**src/rtl/alu_issue_pkg.sv**
```systemverilog
// Shared definitions for the ALU issue stage: opcodes, instruction field
// positions and default datapath sizes.
package alu_issue_pkg;

    localparam int DATA_W_DEF = 16;
    localparam int REG_N_DEF  = 8;
    localparam int REG_AW     = 3;

    localparam logic [2:0] OP_ADD = 3'b000;
    localparam logic [2:0] OP_SUB = 3'b001;
    localparam logic [2:0] OP_LI  = 3'b010;
    localparam logic [2:0] OP_SLL = 3'b011;
    localparam logic [2:0] OP_AND = 3'b100;
    localparam logic [2:0] OP_OR  = 3'b101;
    localparam logic [2:0] OP_SLT = 3'b110;
    localparam logic [2:0] OP_SRL = 3'b111;

    localparam int OP_MSB  = 15;
    localparam int OP_LSB  = 13;
    localparam int RD_MSB  = 12;
    localparam int RD_LSB  = 10;
    localparam int RS_MSB  = 9;
    localparam int RS_LSB  = 7;
    localparam int RT_MSB  = 6;
    localparam int RT_LSB  = 4;
    localparam int SH_MSB  = 3;
    localparam int SH_LSB  = 0;
    localparam int IMM_MSB = 9;
    localparam int IMM_W   = 10;

    function automatic logic is_shift_op(input logic [2:0] op);
        return (op == OP_SLL) || (op == OP_SRL);
    endfunction

endpackage

```
**src/rtl/alu_issue_regfile.sv**
```systemverilog
// Register file for the issue stage: two decode read ports, one debug read
// port, one synchronous write port. r0 always reads zero and ignores writes.
module alu_issue_regfile
    import alu_issue_pkg::*;
#(
    parameter int DATA_W = DATA_W_DEF,
    parameter int REG_N  = REG_N_DEF
) (
    input  logic              clk,
    input  logic              rst_n,
    input  logic              we,
    input  logic [REG_AW-1:0] waddr,
    input  logic [DATA_W-1:0] wdata,
    input  logic [REG_AW-1:0] raddr_a,
    input  logic [REG_AW-1:0] raddr_b,
    input  logic [REG_AW-1:0] dbg_addr,
    output logic [DATA_W-1:0] rdata_a,
    output logic [DATA_W-1:0] rdata_b,
    output logic [DATA_W-1:0] dbg_data
);

    logic [DATA_W-1:0] mem [REG_N];

    function automatic logic [DATA_W-1:0] rd_port(input logic [REG_AW-1:0] addr);
        return (addr == '0) ? '0 : mem[addr];
    endfunction

    assign rdata_a  = rd_port(raddr_a);
    assign rdata_b  = rd_port(raddr_b);
    assign dbg_data = rd_port(dbg_addr);

    // Clear all registers on reset; otherwise commit writes except to r0.
    always_ff @(posedge clk) begin
        if (!rst_n) begin
            for (int i = 0; i < REG_N; i++) mem[i] <= '0;
        end else if (we && (waddr != '0)) begin
            mem[waddr] <= wdata;
        end
    end

endmodule

```
**src/rtl/alu_issue_stage.sv**
```systemverilog
// Decode/operand stage feeding a combinational 16-bit ALU. Instructions are
// accepted over valid/ready, operands are read from the register file and
// registered into the EX slot, and the ALU result is written back at the end
// of the EX cycle.
// Optional macro ALU_ISSUE_FWD_EN: enables EX->decode forwarding. Without it a
// read-after-write hazard on the EX destination inserts one bubble instead.
module alu_issue_stage
    import alu_issue_pkg::*;
#(
    parameter int DATA_W = DATA_W_DEF,
    parameter int REG_N  = REG_N_DEF
) (
    input  logic              clk,
    input  logic              rst_n,
    input  logic              in_valid,
    output logic              in_ready,
    input  logic [15:0]       instr,
    input  logic              stall,
    input  logic [DATA_W-1:0] alu_result,
    input  logic              alu_zero,
    output logic [DATA_W-1:0] A,
    output logic [DATA_W-1:0] B,
    output logic [2:0]        ALUop,
    output logic [3:0]        shamt,
    output logic              ex_valid,
    output logic              wb_en,
    output logic [REG_AW-1:0] wb_addr,
    output logic              zero_flag,
    input  logic [REG_AW-1:0] dbg_addr,
    output logic [DATA_W-1:0] dbg_data
);

    logic [2:0]        op;
    logic [REG_AW-1:0] rd, rs, rt;
    logic              is_li, is_shift, accept;
    logic [DATA_W-1:0] rs_data, rt_data, rs_val, rt_val;
    logic [DATA_W-1:0] a_d, b_d;
    logic [2:0]        op_d;
    logic [3:0]        sh_d;

    logic [DATA_W-1:0] a_p1, b_p1;
    logic [2:0]        op_p1;
    logic [3:0]        sh_p1;
    logic [REG_AW-1:0] rd_p1;
    logic              vld_p1, zf_p1, wr_en;

    assign op       = instr[OP_MSB:OP_LSB];
    assign rd       = instr[RD_MSB:RD_LSB];
    assign rs       = instr[RS_MSB:RS_LSB];
    assign rt       = instr[RT_MSB:RT_LSB];
    assign is_li    = (op == OP_LI);
    assign is_shift = is_shift_op(op);
    assign accept   = in_valid & in_ready;

    // A write happens whenever a live, unstalled EX slot targets a real register.
    assign wr_en = rst_n & vld_p1 & ~stall & (rd_p1 != '0);

    alu_issue_regfile #(.DATA_W(DATA_W), .REG_N(REG_N)) u_regfile (
        .clk      (clk),
        .rst_n    (rst_n),
        .we       (wr_en),
        .waddr    (rd_p1),
        .wdata    (alu_result),
        .raddr_a  (rs),
        .raddr_b  (rt),
        .dbg_addr (dbg_addr),
        .rdata_a  (rs_data),
        .rdata_b  (rt_data),
        .dbg_data (dbg_data)
    );

`ifdef ALU_ISSUE_FWD_EN
    logic fwd_rs, fwd_rt;
    // The EX result is written this edge, so the register file still holds the old value.
    assign fwd_rs   = vld_p1 & (rd_p1 != '0) & (rd_p1 == rs);
    assign fwd_rt   = vld_p1 & (rd_p1 != '0) & (rd_p1 == rt);
    assign rs_val   = fwd_rs ? alu_result : rs_data;
    assign rt_val   = fwd_rt ? alu_result : rt_data;
    assign in_ready = ~stall & rst_n;
`else
    logic uses_rt, hazard;
    // Hold decode one cycle so the EX result lands in the register file first.
    assign uses_rt  = ~is_li & ~is_shift;
    assign hazard   = vld_p1 & (rd_p1 != '0) &
                      ((~is_li & (rd_p1 == rs)) | (uses_rt & (rd_p1 == rt)));
    assign rs_val   = rs_data;
    assign rt_val   = rt_data;
    assign in_ready = ~stall & ~hazard & rst_n;
`endif

    // Form the EX operands from the decoded instruction.
    always_comb begin
        a_d  = rs_val;
        b_d  = rt_val;
        op_d = op;
        sh_d = '0;
        if (is_li) begin
            a_d  = {{(DATA_W-IMM_W){1'b0}}, instr[IMM_MSB:0]};
            b_d  = '0;
            op_d = OP_ADD;
        end else if (is_shift) begin
            b_d  = '0;
            sh_d = instr[SH_MSB:SH_LSB];
        end
    end

    // EX slot: load on accept, hold under stall, otherwise go empty.
    always_ff @(posedge clk) begin
        if (!rst_n) begin
            a_p1   <= '0;
            b_p1   <= '0;
            op_p1  <= OP_ADD;
            sh_p1  <= '0;
            rd_p1  <= '0;
            vld_p1 <= 1'b0;
        end else if (!stall) begin
            if (accept) begin
                a_p1   <= a_d;
                b_p1   <= b_d;
                op_p1  <= op_d;
                sh_p1  <= sh_d;
                rd_p1  <= rd;
                vld_p1 <= 1'b1;
            end else begin
                vld_p1 <= 1'b0;
            end
        end
    end

    // Capture the ALU zero flag for every completing instruction, r0 targets included.
    always_ff @(posedge clk) begin
        if (!rst_n) begin
            zf_p1 <= 1'b0;
        end else if (vld_p1 && !stall) begin
            zf_p1 <= alu_zero;
        end
    end

    assign A         = a_p1;
    assign B         = b_p1;
    assign ALUop     = op_p1;
    assign shamt     = sh_p1;
    assign ex_valid  = vld_p1;
    assign wb_en     = wr_en;
    assign wb_addr   = rd_p1;
    assign zero_flag = zf_p1;

endmodule

```
**config.mk**
```make
export PLATFORM = sky130hd
export DESIGN_NAME = alu_issue_stage
export DESIGN_NICKNAME = d
export VERILOG_FILES = /design/src/rtl/alu_issue_pkg.sv /design/src/rtl/alu_issue_regfile.sv /design/src/rtl/alu_issue_stage.sv
export SDC_FILE = /design/constraint.sdc
export NUM_CORES = 1
export LEC_CHECK = 0
export CORE_MARGIN = 4
export CORE_UTILIZATION = 30
export CTS_CLUSTER_DIAMETER = 80
export CTS_CLUSTER_SIZE = 20
export DETAILED_ROUTE_END_ITERATION = 10
export SLEW_MARGIN = 20
export SYNTH_ARGS = -nofsm -noshare
export SYNTH_HDL_FRONTEND = slang
export SYNTH_SLANG_ARGS = --single-unit
```
**constraint.sdc**
```tcl
create_clock -name clk -period 5.7 [get_ports clk]
set_input_delay 0.57 -clock clk [delete_from_list [all_inputs] [get_ports clk]]
set_output_delay 0.57 -clock clk [all_outputs]
set_load 0.01 [all_outputs]
```
---- After elaboration in Yosys (flattened, before gate mapping) ----
Memory sizes are Yosys's and may differ from the RTL's.
Cells that the tools add are included.
cells by class
  equality and inequality tests ........... 5
  bitwise gates (word level) .............. 16
  mux-type cells .......................... 17
  reduce and logical (&&, ||, !) cells .... 10
operator list
  kind                  count
  $mux W16              7
  $reduce_or A16 Y1     1
  $and A1 B1 Y1         11
  $logic_not A3 Y1      3
  $mux W4               2
  $eq A3 B2 Y1 const B  2
  $eq A3 B3 Y1          2
  $mux W1               6
  $mux W3               2
  $not A1 Y1            4
  $eq A3 B3 Y1 const B  1
  $reduce_bool A3 Y1    1
  $logic_and A1 B1 Y1   2
  $reduce_and A2 Y1     1
  $logic_not A1 Y1      1
  $logic_or A1 B1 Y1    1
  $or A1 B1 Y1          1
word-level totals
  memories kept ........................... 1
  register bits after elaboration ......... 44
  word-level logic and storage cells ...... 56
  memory bits (writable) .................. 128
  bits of input ports ..................... 40
memory list
  memory         depth  width  rd ports  clocked after memory_dff  write ports  RTL line                 RTL
  u_regfile.mem  8      16     3         0                         8            alu_issue_regfile.sv:22  logic [DATA_W-1:0] mem [REG_N];

---- Longest topological paths before layout ----
Gate-level depths: netlist of run 1.
  word-level depth ........................ 12
  depth in mapped cells ................... 8
  gate-level depth less buffers ........... 5

---- Modules after synthesis ----
Synthesis of run 1 repeated with hierarchy kept, for this count alone.
unflattened totals
  cells, all modules ...................... 777
  area, all modules ....................... 9502.9 um^2
modules (own cells, without submodules)
  module             cells an instance  area each (um^2)  instances
  alu_issue_regfile  571                7554.7            1
  alu_issue_stage    206                1948.1            1

---- Worst setup path before layout of run 1 ----
Ideal clock, no wire load.
  path kind ............................... in2reg
  start ................................... input port stall
  end ..................................... memory u_regfile.mem[7][0] (netlist bit) (enable)
  data arrival time ....................... 2076 ps
  setup slack ............................. 3213 ps
  cell stages on the path ................. 3
  path buffers ............................ 0
  path through ............................ nor2b_2 nand3_1 o21ai_0
RTL lines
  what             RTL line                 RTL
  start, declared  alu_issue_stage.sv:18    input logic stall,
  end, declared    alu_issue_regfile.sv:22

---- Final worst setup path of run 1 ----
  start ................................... input port dbg_addr[1]
  end ..................................... output port dbg_data[5]
between the ends
  cells in the longest elaborated chain, start to end .. 2
RTL lines
  what                                                       RTL line                 RTL
  start, declared                                            alu_issue_stage.sv:29    input logic [REG_AW-1:0] dbg_addr,
  $mem_v2 Z8 W16 / $logic_not A3 Y1 (equally long branches)  --
  $mux W16 (*)                                               alu_issue_regfile.sv:25  return (addr == '0) ? '0 : mem[addr];
  end, declared                                              alu_issue_stage.sv:30    output logic [DATA_W-1:0] dbg_data
Every way passes the cells marked *; elsewhere a longest branch is shown, timed or not.

==> results of run 1 <==
==> flip-flops by register name, indices dropped and copies added (netlist names) <==
name	count
u_regfile.mem	128
wb_addr	3
zero_flag	1
ALUop	3
A	16
shamt	4
ex_valid	1
B	16
==> layer usage <==
layer / vias to the layer above / GRT usage (%)
li1: 3095 / -
met1: 3469 / 25.30
met2: 287 / 28.24
met3: 27 / 4.397
met4: 0 / 4.226
met5: - / 0
==> kinds of logic after synthesis <==
| kind of cell | after synthesis | synth area share, % |
|---|---|---|
| AND/OR/NAND/NOR | 271 | 16.04 |
| flip-flops | 172 | 49.73 |
| multiplexers | 124 | 20.99 |
| AO/OA/AOI/OAI | 123 | 9.074 |
| buffers and inverters | 72 | 3.569 |
| XOR/XNOR | 6 | 0.5531 |
| other | 1 | 0.03947 |
==> placed cells by master (no fill, tap or decap), types with 7 or more instances in the layout <==
cell type,count
conb_1,16
nand2_1,49
nand3_1,12
nor2_1,36
and2_1,113
buf_4,22
mux4_2,56
clkbuf_16,17
edfxtp_1,128
a21oi_1,14
nand4_1,18
inv_6,7
mux2i_1,26
mux2_2,42
a221oi_1,27
dfxtp_1,44
o21ai_0,38
clkdlybuf4s50_1,95
nor2b_1,15
==> stage by stage <==
step | cell area (um2) | power (uW) | hold slack [ns] | util, %
finish | 11470 | 2997 | 0.4523 | 37.11
global route | 11470 | 3102 | 0.4709 | 37.11
CTS | 11460 | 3007 | 0.4555 | 37.09
detailed placement | 10900 | 1874 | 0.4459 | 35.25
global placement | 10900 | 1871 | 0.4445 | 35.25
floorplan | 9557 | 1685 | 0.4726 | -
==> worst max-delay path, cell delays in order <==
cell	delay (ns)
buf_2	0.47
nor2b_1	0.95
a221oi_1	0.23
nor2_1	0.22
clkdlybuf4s50_1	0.58
==> power groups by stage <==
stage	Sequential (uW)	Clock (uW)	Combinational (uW)
finish	1430	1150	420
global route	1430	1220	449
CTS	1430	1160	420
detailed placement	1460	0	418
global placement	1450	0	417
floorplan	1450	0	240
==> area by class of cell <==
class | instances | area (um2) | share of cell area, %
repair buffers | 123 | 1146 | 9.991
inverters | 6 | 22.52 | 0.1963
clock inverters | 15 | 143.9 | 1.254
well taps | 396 | 495.5 | 4.319
clock buffers | 17 | 425.4 | 3.709
flip-flops and latches | 172 | 4725 | 41.19
multi-input cells | 540 | 4513 | 39.34
==> final timing paths <==
kind	depth (start not counted)	endpoint	from	slack, ns
min	2	B[12]$_SDFFE_PN0P_	B[12]$_SDFFE_PN0P_	0.45
max reg2reg	6	u_regfile.mem[6][9]$_SDFFCE_PN0P_	ex_valid$_SDFFE_PN0N_	2.90
max	5	dbg_data[5]	dbg_addr[1]	2.08
min reg2reg	2	B[12]$_SDFFE_PN0P_	B[12]$_SDFFE_PN0P_	0.45
==> impl_metrics.toml, run 1 <==
[status]
outcome = "complete, no violations"

[timing]
worst_pin_slew_ns = 1.111
rsz0062_at_grt = "no"
setup_viol = 0
maxSlewViolCount = 0
fin_crit_sh_pct = 63.43
setup_ws_ns = 2.084
fmax_mhz = 276.6
hold_violations = 0
maxSlewHeadroom_pct = 24.98
setup-tns-final_ns = 0
fin_crit_ns = 3.616
fin_skew_ns = 0.01182

[route]
antenna_left = 0
drc = 0
met1_length_um = 13540
routed.top_layer = "met4"
num_vias = 6878
wl_met3_um = 2450
drtIter0Drc = 792
vias_per_cell = 5.420
dr.pass1.iters = 6
met2_length_um = 14260
routedWlPerCell_um = 24.24
wl_um = 30770

[clock_tree]
tritoncts.num_buffers = 17
cts_setup_buffers = 0
clock_sinks = 172
cts_root_buf = "clkbuf_16"
cts_resized = 0
cts_tree = "built"
clk_path_buf_depth = 2
cts-htree-levels = 4
insertion_delay_ns = 0.45
clkTransAtPathRegs_ns = 0.07
hold_buffers = 0

[yosys]
netlist.area_leader.share_pct = 40.46
syn_area_per_cell_um2 = 12.35
synth.cell_area_mm2 = 0.009500
synth_area_leaders = "edfxtp_1, mux4_2, dfxtp_1"
ys_async_sr_fraction_pct = 0
synth_top_cell_by_area = "edfxtp_1"
synth-seq-cells = 172
postSynthCellCount = 769
yosysMostFrequentCell = "edfxtp_1"
ys_seq_area_share_pct = 49.73
ys_top_cells_by_count = "edfxtp_1, and2_1, mux4_2"
ys_types = 56
ys_warn_count = 0
synth-main-ff-cell = "edfxtp_1"
synth_edf_count = 128

[die]
die_area_mm2 = 0.03458
die_h_um = 186.0
ios = 102
initial_utilization_pct = 30.74
die_w_um = 186.0
core_mm2 = 0.03091
rows = 64

[pwr]
p_int_uw = 2165
swShare_pct = 27.76
p_leak_uw = 0.004096
seqPwrFrac_pct = 47.7
p_clk_share_pct = 38.3
pwr_density_cell_mw_per_mm2 = 261.3
power_frac_comb_pct = 14.0
switchingPower_uw = 832.1
ir_drop_v = 0.0002385

[critical_path]
required_ns = 5.13
crit_path_start_kind = "input pin"
path_max_fanout = 22
cp-end-kind = "primary output"
cp.arrival_ns = 3.05
crit_type = "input pin to primary output"

[finish]
fin_cells = 1269
nNetsFinal = 900
fillCellCount = 2991
drive_gt1_share_pct = 19.93
antenna_cells = 0
area_growth_pct = 20.74

[placed_design]
dpl.hpwl_um = 20170
place.gp.congestion = 0.8259
pre_cts_ws_ns = 2.032
placed_cells_incl_taps = 1237
io_buffers = 101

[global_routing]
overflow = 0
grt_pass1_vias = 6770
grt_antenna_before_repair = 0
grt_usage_pct = 18.00
grt_first_pass_wirelength_um = 45400
grt_start_max_net_pins = 52

[worst_hold_path]
min_path_type = "flop to flop"

[flow_run]
drv_cap = 0
Note: power is estimated with default switching activity, not from simulation.
==> run 2, diff against run 1 <==
==> constraint.sdc (replaced) <==
create_clock -name clk -period 3.2 [get_ports clk]
set_input_delay 0.32 -clock clk [delete_from_list [all_inputs] [get_ports clk]]
set_output_delay 0.32 -clock clk [all_outputs]
set_load 0.01 [all_outputs]
==> run 2 against run 1 <==
Worst hold slack gained 0.0034 ns. Sequential share of layout area shrank 0.64 points. Sequential cell count is the same. Combinational power grew 77%. Critical path depth is the same. Power grew 82%. Sequential power grew 78%. Non-clock buffer count grew 18. Clock power grew 89%. Critical path type is now flop to primary output. Largest cell class unchanged.
==> impl_metrics.toml, run 2 (same netlist as run 1, synthesis figures left out) <==
[status]
outcome = "complete, no violations"

[clock_tree]
tritoncts.num_buffers = 17
cts_setup_buffers = 0
cts_tree = "built"
cts_root_buf = "clkbuf_16"
cts-htree-levels = 4
clock_sinks = 172
insertion_delay_ns = 0.43
clk_path_buf_depth = 2
cts_resized = 0
hold_buffers = 0
clkTransAtPathRegs_ns = 0.07

[timing]
fin_crit_ns = 2.771
fin_crit_sh_pct = 86.58
setup-tns-final_ns = 0
hold-worst-slack_ns = 0.4556
hold_violations = 0
fmax_mhz = 360.9
setup_viol = 0
maxSlewViolCount = 0
rsz0062_at_grt = "no"
worst_pin_slew_ns = 0.7993
fin_skew_ns = 0.01103
setup_ws_ns = 0.4294
maxSlewHeadroom_pct = 46.71

[finish]
final_common_cell = "edfxtp_1"
fin_cells = 1287
fillCellCount = 2976
nNetsFinal = 918
largest_reg_flops = 128
area_growth_pct = 22.65
antenna_cells = 0
layout_common_cells = "edfxtp_1, and2_1, clkdlybuf4s50_1"
drive_gt1_share_pct = 21.21
top_register = "u_regfile.mem"

[route]
dr.pass1.iters = 7
vias_per_cell = 5.293
wl_um = 28250
antenna_left = 0
drtIter0Drc = 639
drc = 0
routedWlPerCell_um = 21.95
num_vias = 6812

[global_routing]
grt_pass1_vias = 6617
busiest_layer = "met2"
grt_first_pass_wirelength_um = 42460
grt_antenna_before_repair = 0
met1_usage_pct = 24.26
use_met2_pct = 24.44
grt_start_max_net_pins = 52
grt_use_met3_pct = 3.322
overflow = 0
grt_usage_pct = 16.35

[critical_path]
crit_path_start_kind = "flop"
r2r-start = "wb_addr[1]$_SDFFE_PN0P_"
crit_type = "flop to primary output"
r2r_slack_ns = 0.85
cp.arrival_ns = 2.45
rr_worst_depth = 6
r2r-end = "A[9]$_SDFFE_PN0P_"
cp-end-kind = "primary output"
required_ns = 2.88
path_max_fanout = 11

[die]
initial_utilization_pct = 30.74
die_w_um = 186.0
die_h_um = 186.0
die_area_mm2 = 0.03458
core_mm2 = 0.03091
ios = 102
rows = 64

[placed_design]
placed_cells_incl_taps = 1255
pre_cts_ws_ns = 0.4349
dpl.hpwl_um = 20720
place.gp.congestion = 0.8946
io_buffers = 101

[worst_hold_path]
min_path_type = "flop to flop"
min_path_cells = 2
min_to = "B[13]$_SDFFE_PN0P_"
min-delay-start = "B[13]$_SDFFE_PN0P_"

[pwr]
ir_drop_v = 0.0003538
p_total_uw = 5459
p_leak_uw = 0.004191
pwr_density_cell_mw_per_mm2 = 468.5

[flow_run]
drv_cap = 0
[run 2: cell count changes in the layout (fill, tap and decap cells not counted), sizes merged]
cell      before  now
bufinv         0    3
clkinv         4    2
buf           28   46
clkinvlp       0    5
inv           17   11
[run 2: critical path, stage by stage (launching register included)]
cell and delay, ns:
dfxtp_1 0.64, xor2_1 0.21, a2111oi_4 0.44, o21bai_4 0.10, nor3b_1 0.14, clkdlybuf4s50_1 0.48
[run 2: worst max-delay path by stage]
stage                                        from                                 to  slack, ns  depth (start not counted)
after detailed placement              dbg_addr[1]                       dbg_data[15]       0.43                          5
after CTS                 wb_addr[1]$_SDFFE_PN0P_                           in_ready       0.41                          5
final                     wb_addr[1]$_SDFFE_PN0P_                           in_ready       0.43                          5
after global placement                dbg_addr[1]                       dbg_data[15]       0.45                          5
after floorplan             ex_valid$_SDFFE_PN0N_  u_regfile.mem[7][0]$_SDFFCE_PN0P_       0.83                          3
after global routing                  dbg_addr[1]                       dbg_data[15]       0.33                          5
[run 2: final cells by class]
type | count | area [um2] | area share, %
clock buffer | 17 | 425.4 | 3.651
clock inverter | 15 | 186.4 | 1.600
inverter | 6 | 22.52 | 0.1933
multi-input combinational | 540 | 4504 | 38.66
sequential | 172 | 4725 | 40.55
tap | 396 | 495.5 | 4.252
timing repair buffer | 141 | 1294 | 11.10
[run 2: stage by stage]
step                      instance area [um2]  util (%)
after detailed placement                11040     35.72
after global routing                    11650     37.70
after floorplan                          9557         -
after CTS                               11650     37.70
final                                   11650     37.70
after global placement                  11040     35.72
[run 2: report_power, final]
group	internal, uW	total (uW)	leakage [uW]	switching, uW
logic	354	743	0.00224	389
clock network	1240	2170	0.000284	925
registers	2480	2550	0.00167	69.0
[run 2: routing by layer]
| metal | routed length, um | vias to the layer above |
|---|---|---|
| met2 | 12450 | 273 |
| met4 | 488 | 0 |
| met5 | 0 | - |
| li1 | - | 3117 |
| met3 | 2165 | 31 |
| met1 | 13140 | 3391 |
==> run 3, diff against run 2 <==
--- a/config.mk
+++ b/config.mk
@@ -7,7 +7,6 @@
 export LEC_CHECK = 0
 export CORE_MARGIN = 4
 export CORE_UTILIZATION = 30
-export CTS_CLUSTER_DIAMETER = 80
 export CTS_CLUSTER_SIZE = 20
 export DETAILED_ROUTE_END_ITERATION = 10
 export SLEW_MARGIN = 20
==> results of run 3 <==
The final DEF is identical to that of run 2; final timing and power are the same.
